===== src/rtl/serial_uart_bridge.sv =====
// Purpose: byte-serial port responder; TX FIFO -> 8N1 UART out, UART in -> RX FIFO with valid/rden.
// Latency: byte written at edge N pops at N+1 (line falls then); RX byte visible 1 cycle after stop-bit centre.
// Backpressure: ready_out=0 when TX FIFO full (writes dropped, tx_overflow); RX bytes dropped when RX FIFO full.
//
// Ports:
//   clk, reset            clock (rising edge), asynchronous active-low reset
//   wr_data_in/wren_in    processor write byte/strobe into TX FIFO; ready_out = TX FIFO not full
//   rden_in/rd_data_out   RX FIFO pop strobe / show-ahead head byte; valid_out = RX FIFO not empty
//   uart_rx_in/uart_tx_out serial pins, idle high (tx registered)
//   status_out            sticky {framing_err, rx_overflow, tx_overflow}; status_clr_in clears

// Purpose: small circular FIFO, pointers carry an extra wrap bit.
// Latency: push visible at head the cycle after the push edge.
// Backpressure: push ignored when full, pop ignored when empty.
module bridge_fifo #(
    parameter int W  = 8,
    parameter int AW = 2
) (
    input  logic         clk,
    input  logic         reset,
    input  logic         push,
    input  logic [W-1:0] din,
    input  logic         pop,
    output logic [W-1:0] dout,
    output logic         full,
    output logic         empty
);
    localparam int DEPTH = 1 << AW;

    logic [W-1:0] mem [DEPTH];
    logic [AW:0]  wr_ptr;
    logic [AW:0]  rd_ptr;
    logic         do_push;
    logic         do_pop;

    assign empty   = (wr_ptr == rd_ptr);
    assign full    = (wr_ptr[AW] != rd_ptr[AW]) && (wr_ptr[AW-1:0] == rd_ptr[AW-1:0]);
    assign do_push = push && !full;
    assign do_pop  = pop && !empty;
    assign dout    = mem[rd_ptr[AW-1:0]];

    always_ff @(posedge clk or negedge reset) begin
        if (!reset) begin
            wr_ptr <= '0;
            rd_ptr <= '0;
        end else begin
            if (do_push) wr_ptr <= wr_ptr + 1'b1;
            if (do_pop)  rd_ptr <= rd_ptr + 1'b1;
        end
    end

    always_ff @(posedge clk) begin
        if (do_push) mem[wr_ptr[AW-1:0]] <= din;
    end
endmodule

module serial_uart_bridge #(
    parameter int CLKS_PER_BIT = 434,
    parameter int FIFO_AW      = 2
) (
    input  logic       clk,
    input  logic       reset,
    input  logic [7:0] wr_data_in,
    input  logic       wren_in,
    output logic       ready_out,
    input  logic       rden_in,
    output logic [7:0] rd_data_out,
    output logic       valid_out,
    input  logic       uart_rx_in,
    output logic       uart_tx_out,
    output logic [2:0] status_out,
    input  logic       status_clr_in
);
    localparam int             CW        = $clog2(CLKS_PER_BIT);
    localparam logic [CW-1:0]  BIT_LAST  = CW'(CLKS_PER_BIT - 1);
    localparam logic [CW-1:0]  HALF_LAST = CW'(CLKS_PER_BIT / 2 - 1);

    typedef enum logic [1:0] {ST_IDLE, ST_START, ST_DATA, ST_STOP} uart_st_t;

    // ---------------- FIFOs ----------------
    logic       tx_full, tx_empty, tx_pop;
    logic [7:0] tx_fifo_dat;
    logic       rx_full, rx_empty, rx_push;
    logic [7:0] rx_head_dat;
    logic [7:0] rx_shift;
    logic [7:0] rd_hold_q;

    bridge_fifo #(.W(8), .AW(FIFO_AW)) u_tx_fifo (
        .clk(clk), .reset(reset),
        .push(wren_in), .din(wr_data_in),
        .pop(tx_pop), .dout(tx_fifo_dat),
        .full(tx_full), .empty(tx_empty)
    );

    bridge_fifo #(.W(8), .AW(FIFO_AW)) u_rx_fifo (
        .clk(clk), .reset(reset),
        .push(rx_push), .din(rx_shift),
        .pop(rden_in), .dout(rx_head_dat),
        .full(rx_full), .empty(rx_empty)
    );

    assign ready_out = !tx_full;
    assign valid_out = !rx_empty;

    // Head byte while non-empty; otherwise the last head seen, so the bus holds steady.
    always_ff @(posedge clk or negedge reset) begin
        if (!reset)         rd_hold_q <= 8'h00;
        else if (!rx_empty) rd_hold_q <= rx_head_dat;
    end
    assign rd_data_out = rx_empty ? rd_hold_q : rx_head_dat;

    // ---------------- TX FSM ----------------
    uart_st_t      tx_st, tx_st_nxt;
    logic [CW-1:0] tx_cnt, tx_cnt_nxt;
    logic [2:0]    tx_bit, tx_bit_nxt;
    logic [7:0]    tx_shift, tx_shift_nxt;
    logic          tx_line_q, tx_line_nxt;
    logic          tx_done;

    assign tx_done = (tx_cnt == BIT_LAST);

    always_ff @(posedge clk or negedge reset) begin
        if (!reset) begin
            tx_st     <= ST_IDLE;
            tx_cnt    <= '0;
            tx_bit    <= '0;
            tx_shift  <= '0;
            tx_line_q <= 1'b1;
        end else begin
            tx_st     <= tx_st_nxt;
            tx_cnt    <= tx_cnt_nxt;
            tx_bit    <= tx_bit_nxt;
            tx_shift  <= tx_shift_nxt;
            tx_line_q <= tx_line_nxt;
        end
    end

    always_comb begin
        tx_st_nxt    = tx_st;
        tx_cnt_nxt   = tx_cnt + 1'b1;
        tx_bit_nxt   = tx_bit;
        tx_shift_nxt = tx_shift;
        case (tx_st)
            ST_IDLE: begin
                tx_cnt_nxt = '0;
                if (!tx_empty) begin
                    tx_st_nxt    = ST_START;
                    tx_shift_nxt = tx_fifo_dat;
                end
            end
            ST_START: begin
                if (tx_done) begin
                    tx_st_nxt  = ST_DATA;
                    tx_cnt_nxt = '0;
                    tx_bit_nxt = '0;
                end
            end
            ST_DATA: begin
                if (tx_done) begin
                    tx_cnt_nxt   = '0;
                    tx_shift_nxt = {1'b0, tx_shift[7:1]};
                    tx_bit_nxt   = tx_bit + 1'b1;
                    if (tx_bit == 3'd7) tx_st_nxt = ST_STOP;
                end
            end
            default: begin // ST_STOP: chain straight into the next frame if one is waiting
                if (tx_done) begin
                    tx_cnt_nxt = '0;
                    if (!tx_empty) begin
                        tx_st_nxt    = ST_START;
                        tx_shift_nxt = tx_fifo_dat;
                    end else begin
                        tx_st_nxt = ST_IDLE;
                    end
                end
            end
        endcase
    end

    // Line level is computed from the next state so the registered pin changes on the same edge.
    always_comb begin
        tx_pop      = ((tx_st == ST_IDLE) || ((tx_st == ST_STOP) && tx_done)) && !tx_empty;
        tx_line_nxt = 1'b1;
        case (tx_st_nxt)
            ST_START: tx_line_nxt = 1'b0;
            ST_DATA:  tx_line_nxt = tx_shift_nxt[0];
            default:  tx_line_nxt = 1'b1;
        endcase
    end

    assign uart_tx_out = tx_line_q;

    // ---------------- RX path ----------------
    logic [1:0]    rx_sync;
    logic          rx_s;
    uart_st_t      rx_st, rx_st_nxt;
    logic [CW-1:0] rx_cnt, rx_cnt_nxt;
    logic [2:0]    rx_bit, rx_bit_nxt;
    logic [7:0]    rx_shift_nxt;
    logic          rx_done;
    logic          rx_stop_smp;
    logic          rx_ovf_set;
    logic          ferr_set;

    always_ff @(posedge clk or negedge reset) begin
        if (!reset) rx_sync <= 2'b11;
        else        rx_sync <= {rx_sync[0], uart_rx_in};
    end
    assign rx_s    = rx_sync[1];
    assign rx_done = (rx_cnt == BIT_LAST);

    always_ff @(posedge clk or negedge reset) begin
        if (!reset) begin
            rx_st    <= ST_IDLE;
            rx_cnt   <= '0;
            rx_bit   <= '0;
            rx_shift <= '0;
        end else begin
            rx_st    <= rx_st_nxt;
            rx_cnt   <= rx_cnt_nxt;
            rx_bit   <= rx_bit_nxt;
            rx_shift <= rx_shift_nxt;
        end
    end

    always_comb begin
        rx_st_nxt    = rx_st;
        rx_cnt_nxt   = rx_cnt + 1'b1;
        rx_bit_nxt   = rx_bit;
        rx_shift_nxt = rx_shift;
        case (rx_st)
            ST_IDLE: begin
                rx_cnt_nxt = '0;
                if (!rx_s) rx_st_nxt = ST_START;
            end
            ST_START: begin
                // Half a bit in: still low means a real start bit, aligned to bit centres.
                if (rx_cnt == HALF_LAST) begin
                    rx_cnt_nxt = '0;
                    rx_bit_nxt = '0;
                    rx_st_nxt  = rx_s ? ST_IDLE : ST_DATA;
                end
            end
            ST_DATA: begin
                if (rx_done) begin
                    rx_cnt_nxt   = '0;
                    rx_shift_nxt = {rx_s, rx_shift[7:1]};
                    rx_bit_nxt   = rx_bit + 1'b1;
                    if (rx_bit == 3'd7) rx_st_nxt = ST_STOP;
                end
            end
            default: begin // ST_STOP: leave at mid stop bit to be ready for the next start edge
                if (rx_done) rx_st_nxt = ST_IDLE;
            end
        endcase
    end

    always_comb begin
        rx_stop_smp = (rx_st == ST_STOP) && rx_done;
        rx_push     = rx_stop_smp && rx_s && !rx_full;
        rx_ovf_set  = rx_stop_smp && rx_s && rx_full;
        ferr_set    = rx_stop_smp && !rx_s;
    end

    // ---------------- Status ----------------
    logic [2:0] status_q;

    always_ff @(posedge clk or negedge reset) begin
        if (!reset) status_q <= 3'b000;
        else        status_q <= (status_q & {3{~status_clr_in}})
                              | {ferr_set, rx_ovf_set, wren_in && tx_full};
    end
    assign status_out = status_q;
endmodule

===== config.mk =====
export PLATFORM = sky130hd
export DESIGN_NAME = serial_uart_bridge
export DESIGN_NICKNAME = d
export VERILOG_FILES = /design/src/rtl/serial_uart_bridge.sv
export SDC_FILE = /design/constraint.sdc
export NUM_CORES = 1
export LEC_CHECK = 0
export CAP_MARGIN = 5
export CORE_ASPECT_RATIO = 0.5
export CORE_MARGIN = 5
export CORE_UTILIZATION = 45
export CTS_CLUSTER_DIAMETER = 50
export DETAILED_ROUTE_END_ITERATION = 16
export PLACE_DENSITY_LB_ADDON = 0.25
export SYNTH_ARGS = -nofsm -noshare
export SYNTH_HDL_FRONTEND = slang
export SYNTH_SLANG_ARGS = --single-unit

===== constraint.sdc =====
create_clock -name clk -period 2.25 [get_ports clk]
set_input_delay 0.45 -clock clk [delete_from_list [all_inputs] [get_ports clk]]
set_output_delay 0.45 -clock clk [all_outputs]
set_load 0.01 [all_outputs]

==> summary.txt <==
Synth
  – Post-synthesis xor/xnor area fraction: ~4.3%
  – Synth area leader: edfxtp_1
  – Most instantiated library cell after synthesis: dfrtp_1
  – Syn nets: roughly 430
  – Post-synth EDFFs: 64
  – Syn avg cell area: 14.4 um^2
  – Post-synthesis mux area share: under 10%
  – Synth top area cells: edfxtp_1 (34%), dfrtp_1 (29%), mux4_2 (6.3%)
  – Seq/Total Area, Yosys: 64.1%
  – Commonest cells post-synth: dfrtp_1 (67), edfxtp_1 (64), nand2_1 (35)
  – Post-synth top area share: 33.5%
  – Adder-cell share of the synthesized area: under 10%
  – Mapped Cells: 398
  – Synth Flop Type: dfrtp_1
  – Synthesized area: between 0.005 and 0.006 mm^2
  – Largest family of logic cells by synthesized area: simple AND/OR/NAND/NOR gates
  – Register bit total from synthesis: roughly 130
  – Post-Synth Simple-Gate Area: about a tenth
  – Yosys warns: 0
  – Synth cell types: 51
  – Fraction of registers with async set or reset after synthesis: 52.2%
  – Synth Area in Compound Gates: 4.84%

Timing
  – Skew final: slightly above 0.01 ns
  – Slew headroom: 56.3%
  – Post-route setup slack: -0.200 ns
  – Hold_ws: 0.355 ns
  – Unrepaired setup endpoints after global routing: yes
  – Final setup violation count: 9
  – Hold Vio Cnt, Final: 0
  – Min cycle time layout: 2.45 ns
  – Period Utilization, post-route: 109%
  – Fmax: around 400 MHz
  – Setup TNS: -1.50 ns
  – Tightest Pin Transition: approximately 0.65 ns
  – Fin. max-slew vios: 0

Place
  – Placed Cells: between 600 and 700
  – Placed Area: 0.00642 mm^2
  – Routability cong.: roughly 0.74
  – Port bufs: 27
  – DP HPWL: about 6.6 mm

Worst setup path
  – Worst setup EP type: primary output
  – Worst reg-to-reg setup slack: 0.24 ns
  – Critical R2R Capture: u_rx_fifo.mem[2][0]
  – R2R depth: 7
  – CP startpoint kind: flop
  – WP buf/inv: 3
  – Reg-to-reg startpoint: u_rx_fifo.rd_ptr[0]
  – Slowest cell delay on critical path: 0.43 ns
  – CP Cell Sequence: buf_12, xor2_4, nor2_2, nand2_2, clkbuf_16, mux2_4, buf_6
  – Critical Path AT: ~2 ns
  – CP max-delay cell: dfrtp_2
  – Crit-path max FO: 4
  – Critical path's top delay family: buffers and inverters
  – Critical path class: flop to primary output
  – Worst Path Required: 1.80 ns

Final layout
  – Final instance area: 0.00717 mm^2
  – Layout net count: 506
  – Layout cells sized above 1: 27.0%
  – FILL cells: between 1,000 and 1,500
  – Layout area overhead: 25.0%
  – Post-route insts no fill: 656
  – Number of diodes: 0

Die
  – Num ports: 28
  – Core Area: 0.0126 mm^2
  – Die height: around 90 um
  – DIE AREA: 0.0152 mm^2
  – Die X: 170 um
  – Initial core utilization: 45.7%
  – Number of cell rows: 29

Drt
  – Via count of the routed design: 3,287
  – Post-route ant nets: 0
  – DR pass1 iterations: 4
  – DR DRC count: 0
  – Drt wl/cell: 15.4 um
  – Initial DRC Count: ~170
  – DR vias/cell: between 5 and 6
  – Routed wire length: between 10 and 15 mm

Clocking
  – H-tree depth: 4
  – CTS clk-pin slew, worst paths: 0.06 ns
  – TritonCTS clock tree: yes
  – Clk buf depth: 2
  – Worst skew pair latency: 0.41 ns
  – Num Clock Sinks: 134
  – Cts bufs inserted: 17
  – Root Buffer: clkbuf_16

Global route
  – Largest net degree at the start of global routing: 55
  – Gr usage total: 14.7%
  – Congestion Overflow GR: 0
  – Initial antenna violation count: 0
  – First-pass GRT wire length: 17.6 mm
  – Vias in the first global route: 3,530

Min path
  – Hold worst-path end: rx_sync[1]
  – Hold Path Origin: rx_sync[0]
  – WHS Path Cells: 0
  – Hold WC Path Type: flop to flop

Flow run
  – Max-cap violation count: 0

Power
  – Max VDD drop: approximately 0.37 mV
  – Power density over the cells: ~810 mW/mm^2
  – Leak Pwr: 2.83 nW
  – Total power: just under 6 mW

Run status
  – Status: finished, violations left
  – Violated checks: negative setup slack
==> how the worst max path moves through the flow <==
stage,startpoint,to,slack (ns),cells past startpoint
floorplan,rx_cnt[1],u_rx_fifo.mem[3][0],0.23,6
global placement,u_rx_fifo.rd_ptr[0],rd_data_out[1],-0.08,4
detailed placement,u_rx_fifo.rd_ptr[0],rd_data_out[4],-0.12,4
CTS,u_rx_fifo.rd_ptr[0],rd_data_out[2],-0.24,7
global route,u_rx_fifo.rd_ptr[0],rd_data_out[4],-0.28,7
finish,u_rx_fifo.rd_ptr[0],rd_data_out[4],-0.20,7
==> flip-flops by register name (all words and copies together), names as in the netlist <==
| signal | cells |
|---|---|
| status_out | 3 |
| tx_st | 2 |
| u_rx_fifo.mem | 32 |
| rx_sync | 2 |
| u_tx_fifo.mem | 32 |
| tx_bit | 3 |
| rx_bit | 3 |
| rx_st | 2 |
| rd_hold_q | 8 |
| rx_shift | 8 |
| uart_tx_out | 1 |
| rx_cnt | 9 |
| u_rx_fifo.wr_ptr | 3 |
| u_rx_fifo.rd_ptr | 3 |
| tx_cnt | 9 |
| u_tx_fifo.rd_ptr | 3 |
| tx_shift | 8 |
| u_tx_fifo.wr_ptr | 3 |
==> kinds of logic after synthesis <==
family / Yosys count
xor gates and xnor gates: 28
and+or+nand+nor: 112
muxes: 35
AOI/OAI and AO/OA: 42
DFF: 134
buffers and inverters: 27
adders and majority gates: 20
==> where the power goes <==
group	internal, mW	switching, mW
logic	0.202	0.239
registers	2.73	0.0661
clock network	1.52	1.02
total	4.45	1.33
==> cell usage in the layout (no fill, tap or decap), types with 5 or more instances in the layout <==
master | Yosys | routed
inv_1 | 15 | 15
mux2_2 | 18 | 16
buf_12 | 0 | 6
buf_6 | 1 | 9
edfxtp_1 | 64 | 64
nand4b_1 | 5 | 5
xnor2_1 | 18 | 15
clkinv_2 | 0 | 5
ha_1 | 19 | 19
nand2_1 | 35 | 34
nand3_1 | 10 | 10
and3_1 | 7 | 7
and2_1 | 6 | 6
buf_4 | 1 | 32
clkbuf_16 | 0 | 18
xor2_1 | 10 | 9
o21ai_0 | 17 | 17
nor2_1 | 26 | 25
clkdlybuf4s50_1 | 0 | 16
mux4_2 | 16 | 16
dfrtp_1 | 67 | 66
==> repair_timing <==
item | 4_1_cts | 5_1_grt
gates cloned | 1 | 0
buffers inserted | 6 | 5
setup endpoints to repair | 10 | 9
endpoints found under the hold margin | 16 | 0
pin swaps | 1 | 1
gates resized for setup | 54 | 6
hold buffers | 1 | 0
==> worst register-to-register path, stage by stage, from the launching register on <==
cell and delay (ns):
dfrtp_2 0.43, buf_12 0.14, xor2_4 0.18, buf_4 0.15
buf_4 0.12, o311a_2 0.38, and2_1 0.23, buf_12 0.15
==> metrics by stage <==
stage / util (%) / setup slack, ns
after floorplan: - / 0.233
after global placement: 51.2 / -0.0796
after detailed placement: 51.2 / -0.116
after CTS: 56.6 / -0.235
after global routing: 57.1 / -0.277
final: 57.1 / -0.200
==> per-layer routing <==
layer	global-route usage [%]	part of all wire [%]	up-vias
met5	0	0	-
met4	4.22	0.90	0
met3	4.73	3.2	11
met2	24.5	51	39
met1	18.4	45	1633
li1	-	-	1604
==> layout make-up <==
| cell class | count | area (um^2) | share of cell area, % |
|---|---|---|---|
| sequential | 134 | 3680 | 51.3 |
| multi-input combinational | 237 | 1990 | 27.8 |
| timing repair buffer | 68 | 686 | 9.56 |
| clock buffer | 20 | 437 | 6.09 |
| tap | 170 | 213 | 2.97 |
| clock inverter | 12 | 106 | 1.48 |
| inverter | 15 | 56.3 | 0.785 |
No activity file was read; power rests on OpenSTA's default activity.
